### config.mk
export PLATFORM = sky130hd
export DESIGN_NAME = pellet_map_ctrl
export DESIGN_NICKNAME = d
export VERILOG_FILES = /design/src/rtl/pellet_pkg.sv /design/src/rtl/pellet_blink_timer.sv /design/src/rtl/pellet_map_ctrl.sv
export SDC_FILE = /design/constraint.sdc
export NUM_CORES = 2
export LEC_CHECK = 0
export ABC_AREA = 1
export ABC_CLOCK_PERIOD_IN_PS = 41000
export BUFFER_PORTS_ARGS = -buffer_cell sky130_fd_sc_hd__buf_2
export CAP_MARGIN = 10
export CORE_UTILIZATION = 45
export DETAILED_ROUTE_END_ITERATION = 7
export PLACE_DENSITY_LB_ADDON = 0.15
export SYNTH_ARGS = -nofsm -noshare
export SYNTH_HDL_FRONTEND = slang
export SYNTH_SLANG_ARGS = --single-unit
### constraint.sdc
create_clock -name clk -period 41 [get_ports clk]
set_clock_uncertainty 0.2 [all_clocks]
set_input_delay 2.05 -clock clk [delete_from_list [all_inputs] [get_ports clk]]
set_output_delay 2.05 -clock clk [all_outputs]
set_load 0.02 [all_outputs]
### src/rtl/pellet_pkg.sv
// Shared codes and helpers for the maze pellet store: sprite, tile and eat-kind
// encodings, the controller state enum and the refill pattern.
package pellet_pkg;

  localparam logic [1:0] SPR_NONE  = 2'd0;
  localparam logic [1:0] SPR_SMALL = 2'd1;
  localparam logic [1:0] SPR_POWER = 2'd3;

  localparam logic [1:0] TILE_EMPTY = 2'b00;
  localparam logic [1:0] TILE_SMALL = 2'b01;
  localparam logic [1:0] TILE_POWER = 2'b11;

  localparam logic [1:0] KIND_NONE  = 2'd0;
  localparam logic [1:0] KIND_SMALL = 2'd1;
  localparam logic [1:0] KIND_POWER = 2'd2;

  typedef enum logic [1:0] {
    ST_IDLE   = 2'd0,
    ST_REFILL = 2'd1,
    ST_EAT    = 2'd2
  } state_t;

  // Power pellets sit this many tiles inside each maze corner.
  localparam int PWR_INSET = 1;

  function automatic logic [1:0] refill_tile(input logic [4:0] x, input logic [4:0] y,
                                             input int cols, input int rows);
    logic border;
    logic corner;
    border = (x == 5'd0) || (int'(x) == cols - 1) || (y == 5'd0) || (int'(y) == rows - 1);
    corner = ((int'(x) == PWR_INSET) || (int'(x) == cols - 1 - PWR_INSET)) &&
             ((int'(y) == PWR_INSET) || (int'(y) == rows - 1 - PWR_INSET));
    if (border)      return TILE_EMPTY;
    else if (corner) return TILE_POWER;
    else             return TILE_SMALL;
  endfunction

  function automatic logic [1:0] tile_kind(input logic [1:0] tile);
    if (tile == TILE_SMALL)      return KIND_SMALL;
    else if (tile == TILE_POWER) return KIND_POWER;
    else                         return KIND_NONE;
  endfunction

endpackage

### src/rtl/pellet_blink_timer.sv
// Power-pellet blink: counts frame ticks and toggles the phase every
// BLINK_FRAMES ticks. Phase starts "on" out of reset.
module pellet_blink_timer #(
  parameter int BLINK_FRAMES = 8
) (
  input  logic clk,
  input  logic reset,
  input  logic frame_tick,
  output logic blink_on
);

  localparam int CW = (BLINK_FRAMES > 1) ? $clog2(BLINK_FRAMES) : 1;

  logic [CW-1:0] cnt_reg;
  logic          on_reg;

  always_ff @(posedge clk or posedge reset) begin
    if (reset) begin
      cnt_reg <= '0;
      on_reg  <= 1'b1;
    end else if (frame_tick) begin
      if (cnt_reg == CW'(BLINK_FRAMES - 1)) begin
        cnt_reg <= '0;
        on_reg  <= ~on_reg;
      end else begin
        cnt_reg <= cnt_reg + 1'b1;
      end
    end
  end

  assign blink_on = on_reg;

endmodule

### src/rtl/pellet_map_ctrl.sv
// Pellet store owner: arbitrates one single-ported tile RAM between video
// lookup (highest priority), the level refill sweep and eat requests.
module pellet_map_ctrl
  import pellet_pkg::*;
#(
  parameter int COLS         = 28,
  parameter int ROWS         = 31,
  parameter int BLINK_FRAMES = 8
) (
  input  logic       clk,
  input  logic       reset,
  input  logic       frame_tick,
  input  logic       vid_active,
  input  logic [4:0] vid_tile_x,
  input  logic [4:0] vid_tile_y,
  output logic [1:0] vid_sprite,
  input  logic       refill_start,
  output logic       busy,
  input  logic       eat_req,
  input  logic [4:0] eat_x,
  input  logic [4:0] eat_y,
  output logic       eat_ack,
  output logic [1:0] eat_kind,
  output logic [9:0] pellet_count,
  output logic       all_eaten
);

  localparam int NTILES = COLS * ROWS;
  localparam int AW     = $clog2(NTILES);
  localparam logic [AW-1:0] LAST_IDX = AW'(NTILES - 1);

  function automatic logic [AW-1:0] tile_idx(input logic [4:0] x, input logic [4:0] y);
    return AW'(int'(y) * COLS + int'(x));
  endfunction

  state_t        state_reg, state_next;
  logic [AW-1:0] refill_addr_reg;
  logic [4:0]    refill_x_reg, refill_y_reg;
  logic [9:0]    count_reg;
  logic          level_valid_reg, all_eaten_reg;
  logic          eat_ack_reg, eat_hit_reg;
  logic          vid_valid_reg, vid_blink_reg;
  logic          blink_on;

  logic [1:0]    mem [NTILES];
  logic [1:0]    rd_data_reg;
  logic          mem_we, refill_write, eat_fire, eat_dec;
  logic [AW-1:0] mem_addr;
  logic [1:0]    mem_wdata, refill_wdata;

  logic          vid_in_range, eat_in_range;
  logic [AW-1:0] vid_addr, eat_addr;

  assign vid_in_range = (int'(vid_tile_x) < COLS) && (int'(vid_tile_y) < ROWS);
  assign eat_in_range = (int'(eat_x) < COLS) && (int'(eat_y) < ROWS);
  assign vid_addr     = vid_in_range ? tile_idx(vid_tile_x, vid_tile_y) : '0;
  assign eat_addr     = eat_in_range ? tile_idx(eat_x, eat_y) : '0;
  assign refill_wdata = refill_tile(refill_x_reg, refill_y_reg, COLS, ROWS);

  pellet_blink_timer #(.BLINK_FRAMES(BLINK_FRAMES)) u_blink (
    .clk        (clk),
    .reset      (reset),
    .frame_tick (frame_tick),
    .blink_on   (blink_on)
  );

  always_ff @(posedge clk or posedge reset) begin
    if (reset) state_reg <= ST_IDLE;
    else       state_reg <= state_next;
  end

  // Refill always wins; an eat in progress simply stays pending on eat_req.
  always_comb begin
    state_next = state_reg;
    unique case (state_reg)
      ST_IDLE: begin
        if (refill_start)                                state_next = ST_REFILL;
        else if (eat_req && !vid_active && !eat_ack_reg) state_next = ST_EAT;
      end
      ST_REFILL: begin
        if (refill_start)                                   state_next = ST_REFILL;
        else if (!vid_active && refill_addr_reg == LAST_IDX) state_next = ST_IDLE;
      end
      ST_EAT: begin
        if (refill_start)     state_next = ST_REFILL;
        else if (!vid_active) state_next = ST_IDLE;
      end
      default: state_next = ST_IDLE;
    endcase
  end

  always_comb begin
    busy         = (state_reg == ST_REFILL);
    mem_addr     = vid_addr;
    mem_we       = 1'b0;
    mem_wdata    = TILE_EMPTY;
    refill_write = 1'b0;
    eat_fire     = 1'b0;
    if (!vid_active && !refill_start) begin
      unique case (state_reg)
        ST_REFILL: begin
          mem_addr     = refill_addr_reg;
          mem_we       = 1'b1;
          mem_wdata    = refill_wdata;
          refill_write = 1'b1;
        end
        ST_EAT: begin
          mem_addr = eat_addr;
          mem_we   = eat_in_range;
          eat_fire = 1'b1;
        end
        default: ;
      endcase
    end
  end

  // Read-first RAM: an eat sees the old tile while clearing it.
  always_ff @(posedge clk) begin
    if (mem_we) mem[mem_addr] <= mem_wdata;
    rd_data_reg <= mem[mem_addr];
  end

  always_ff @(posedge clk or posedge reset) begin
    if (reset) begin
      refill_addr_reg <= '0;
      refill_x_reg    <= '0;
      refill_y_reg    <= '0;
      count_reg       <= '0;
      level_valid_reg <= 1'b0;
      all_eaten_reg   <= 1'b0;
      eat_ack_reg     <= 1'b0;
      eat_hit_reg     <= 1'b0;
      vid_valid_reg   <= 1'b0;
      vid_blink_reg   <= 1'b1;
    end else begin
      eat_ack_reg   <= eat_fire;
      // Before any completed refill the store is undefined, so eats report nothing.
      eat_hit_reg   <= eat_fire && eat_in_range && level_valid_reg;
      vid_valid_reg <= vid_active && vid_in_range;
      vid_blink_reg <= blink_on;
      all_eaten_reg <= level_valid_reg && (count_reg == 10'd0);
      if (refill_start) begin
        refill_addr_reg <= '0;
        refill_x_reg    <= '0;
        refill_y_reg    <= '0;
        count_reg       <= '0;
        level_valid_reg <= 1'b0;
      end else begin
        if (refill_write) begin
          if (refill_wdata != TILE_EMPTY) count_reg <= count_reg + 10'd1;
          if (refill_addr_reg == LAST_IDX) level_valid_reg <= 1'b1;
          refill_addr_reg <= refill_addr_reg + 1'b1;
          if (refill_x_reg == 5'(COLS - 1)) begin
            refill_x_reg <= '0;
            refill_y_reg <= refill_y_reg + 5'd1;
          end else begin
            refill_x_reg <= refill_x_reg + 5'd1;
          end
        end
        if (eat_dec) count_reg <= count_reg - 10'd1;
      end
    end
  end

  always_comb begin
    vid_sprite = SPR_NONE;
    if (vid_valid_reg) begin
      if (rd_data_reg == TILE_SMALL)                       vid_sprite = SPR_SMALL;
      else if (rd_data_reg == TILE_POWER && vid_blink_reg) vid_sprite = SPR_POWER;
    end
  end

  assign eat_kind     = (eat_ack_reg && eat_hit_reg) ? tile_kind(rd_data_reg) : KIND_NONE;
  assign eat_dec      = eat_ack_reg && (eat_kind != KIND_NONE) && !refill_start;
  assign eat_ack      = eat_ack_reg;
  assign pellet_count = count_reg;
  assign all_eaten    = all_eaten_reg;

  pellet_count_no_underflow: assert property (
    @(posedge clk) disable iff (reset) !(eat_dec && count_reg == 10'd0));

endmodule

==> flow_metrics.py <==
metrics = {
    "route": {
        "vias": 58500,
        "routed_wirelength_um": 237000,
        "drtIter0Drc": 6313,
        "wl_per_cell_um": 21.8,
        "ant_nets": 0,
        "viasPerCell": 5.39,
        "drc": 2,
        "first_pass_iters": 8,
    },
    "yosys": {
        "ys_seq_area_share_pct": 66.3,
        "synth_fa_ha_area_share_pct": 1.03,
        "synth_cell_types": 44,
        "synth_most_common_cell": "nand2_1",
        "synth_common_cells": "nand2_1 (4,340), edfxtp_1 (1,736), nor2_1 (1,048)",
        "ys_ff_latch": 1780,
        "synthMuxAreaShare_pct": 0.0280,
        "ys.flop_type": "edfxtp_1",
        "syn_nets": 8601,
        "synth_xor_area_share_pct": 0.142,
        "synth.top_cells.by_area": "edfxtp_1 (65%), nand2_1 (20%), nor2_1 (4.9%)",
        "ys_warn_count": 0,
        "syn-cell-area_um2": 80300,
        "synth_edf_count": 1736,
        "synth-compound-area-share_pct": 1.01,
        "yosys.area.top_type": "edfxtp_1",
        "yosys.area_share.simple_pct": 28.4,
        "async_flop_share_pct": 2.36,
        "synth_top_area_share_pct": 64.9,
        "avgSynthCellArea_um2": 9.43,
        "synth_cells": 8517,
        "synth_top_family_by_area": "simple AND/OR/NAND/NOR gates",
    },
    "setup_path": {
        "critPathMaxFanout": 106,
        "end_kind": "flip-flop",
        "crit_path_frequent_cell": "buf_4",
        "r2r_start": "state_reg[1]",
        "worstReg2RegEnd": "mem[316][1]",
        "slowest_stage": "and3_4",
        "cp-start-kind": "input port",
        "critPathMaxStageDelay_ns": 1.00,
        "crit_required_ns": 41.26,
        "crit_arrival_ns": 7.96,
        "critical_path_class": "in -> reg",
        "cp_cell_sequence": "buf_2 > inv_2 > nand2_2 > nor2_1 > nand2_1 > nor3_4 > and3_4 > buf_4 > buf_4 > buf_4",
        "r2r_slack_ns": 33.85,
        "rr_worst_depth": 10,
    },
    "clock_tree": {
        "clkTransAtPathRegs_ns": 0.05,
        "ctsResizeCount": 0,
        "hold_buffers": 0,
        "root_buffer": "clkbuf_16",
        "clk_latency_ns": 0.84,
        "htreeDepth": 4,
        "cts_tree": "built",
        "cts_made_buffers": 187,
        "cts_buffer_depth": 3,
        "numClockSinks": 1780,
        "postCtsSetupBuffers": 0,
    },
    "final_layout": {
        "syn2layout_area_growth_pct": 10.1,
        "final_nets": 8434,
        "largest_reg_flops": 1736,
        "final_area_um2": 88400,
        "drive_gt1_share_pct": 5.90,
        "fillers": 16300,
        "fin_util_pct": 50.0,
    },
    "timing": {
        "drv_slew": 0,
        "min_period_ns": 7.70,
        "max_clock_freq_ghz": 0.130,
        "setup-tns-final_ns": 0,
        "period_share_pct": 18.8,
        "tightest_slew_ns": 1.25,
        "rsz0062_at_grt": "false",
        "finalHoldViolCount": 0,
        "finalSetupViolCount": 0,
        "relSlewSlack_pct": 15.6,
        "fin_ws_ns": 33.30,
        "whs_ns": 0.174,
    },
    "placement": {
        "hpwl_um": 127000,
        "dpl_cell_area_um2": 82600,
        "port_buffers": 42,
        "dp_slack_ns": 32.50,
        "gp_congestion": 0.825,
    },
    "global_routing": {
        "track_usage_pct": 26.3,
        "grt_overflow": 0,
        "grt_pass1_vias": 56900,
        "antenna_found_initial": 9,
        "grt_pass1_wl_um": 356000,
        "grt_max_degree": 168,
    },
    "status": {
        "status": "finished with violations",
        "violations": "design-rule violations",
    },
    "floorplanning": {
        "dieArea_um2": 180000,
        "initial_core_util_pct": 45.5,
        "fp.dieH_um": 424,
        "rows": 154,
        "core-area_um2": 177000,
        "die_w_um": 424,
        "num_io_pins": 43,
    },
    "pwr": {
        "p_per_area_nw_per_um2": 46.7,
        "ir_drop_uv": 46.9,
        "p_leak_nw": 39.0,
    },
    "hold_path": {
        "hold_depth": 0,
        "whs_endpoint": "vid_blink_reg",
        "hp-class": "reg -> reg",
        "worstHoldStart": "u_blink.blink_on",
    },
    "run": {
        "drv_cap": 0,
    },
}
## per-layer routing
layer / track usage [%] / up-vias / wire length (um)
met2: 43.8 / 2072 / 113000
met1: 35.9 / 28700 / 101000
met3: 3.71 / 339 / 16900
li1: - / 27400 / -
met5: 0 / - / 13
met4: 7.53 / 2 / 6030
## per-stage QoR
step | cells | total power, mW
after floorplan | 8517 | 2.32
after global placement | 10500 | 2.54
after detailed placement | 10500 | 2.54
after CTS | 10800 | 4.14
after global routing | 10900 | 4.25
final | 10900 | 4.12
## critical path: cells and delay by family
family / cells / cell delay, ns
buf+inv: 5 / 2.99
simple gates: 5 / 2.71
## cell type report
| class | instances | area, um2 | share of cell area [%] |
|---|---|---|---|
| clock inverter | 124 | 982 | 1.11 |
| antenna | 2 | 5.00 | 0.00566 |
| timing repair buffer | 181 | 1300 | 1.47 |
| tap | 2340 | 2930 | 3.31 |
| inverter | 97 | 372 | 0.420 |
| sequential | 1780 | 53200 | 60.2 |
| clock buffer | 224 | 4840 | 5.47 |
| multi-input combinational | 6103 | 24800 | 28.0 |
## worst max path at each step
stage / startpoint / end / slack, ns / depth (start not counted)
4_1_cts: refill_start / mem[317][1] / 33.38 / 10
6_report: refill_start / mem[316][1] / 33.30 / 10
2_1_floorplan: refill_start / mem[0][1] / 8.00 / 7
3_3_place_gp: refill_start / rd_data_reg[0] / 32.58 / 23
5_1_grt: refill_start / rd_data_reg[1] / 32.82 / 23
3_5_place_dp: refill_start / rd_data_reg[0] / 32.50 / 23
## power breakdown
group | internal, mW | leakage [nW] | switching [mW]
registers | 1.97 | 20.4 | 0.00644
clock network | 0.896 | 2.84 | 0.722
logic | 0.0777 | 15.7 | 0.450
total | 2.95 | 39.0 | 1.18
## cells in the final DEF (no fill, tap or decap), types with 3 or more instances in the layout
master | netlist | layout
clkinv_2 | 0 | 37
nand3_1 | 440 | 440
buf_2 | 126 | 42
nand2_1 | 4340 | 4323
ha_1 | 45 | 45
clkbuf_16 | 0 | 188
nor3_1 | 17 | 16
bufinv_16 | 0 | 8
clkinv_8 | 0 | 5
a31oi_1 | 3 | 3
dfrtp_1 | 40 | 40
buf_12 | 0 | 4
inv_16 | 0 | 3
clkinv_4 | 0 | 3
o21ai_1 | 5 | 4
buf_4 | 1 | 135
clkbuf_1 | 324 | 36
o21ai_0 | 60 | 60
nand2_8 | 0 | 3
nor2_1 | 1048 | 1037
nand2_2 | 20 | 34
a21oi_1 | 53 | 52
nor4_1 | 3 | 3
a22oi_1 | 7 | 7
o22ai_1 | 7 | 7
clkinv_16 | 0 | 4
clkinvlp_4 | 0 | 5
inv_1 | 93 | 91
nor2_4 | 2 | 11
xor2_1 | 8 | 8
xnor2_1 | 5 | 5
fa_1 | 13 | 13
nor2_2 | 1 | 3
edfxtp_1 | 1736 | 1736
nand4_1 | 4 | 4
nor3_4 | 3 | 4
clkinv_1 | 2 | 60
## cells by family after synthesis
logic type,count (synthesis)
xor+xnor,13
compound gates,148
flops,1780
simple gates,5882
mux,2
buf+inv,634
fa+ha+maj,58
No activity file was read; power rests on OpenSTA's default activity.
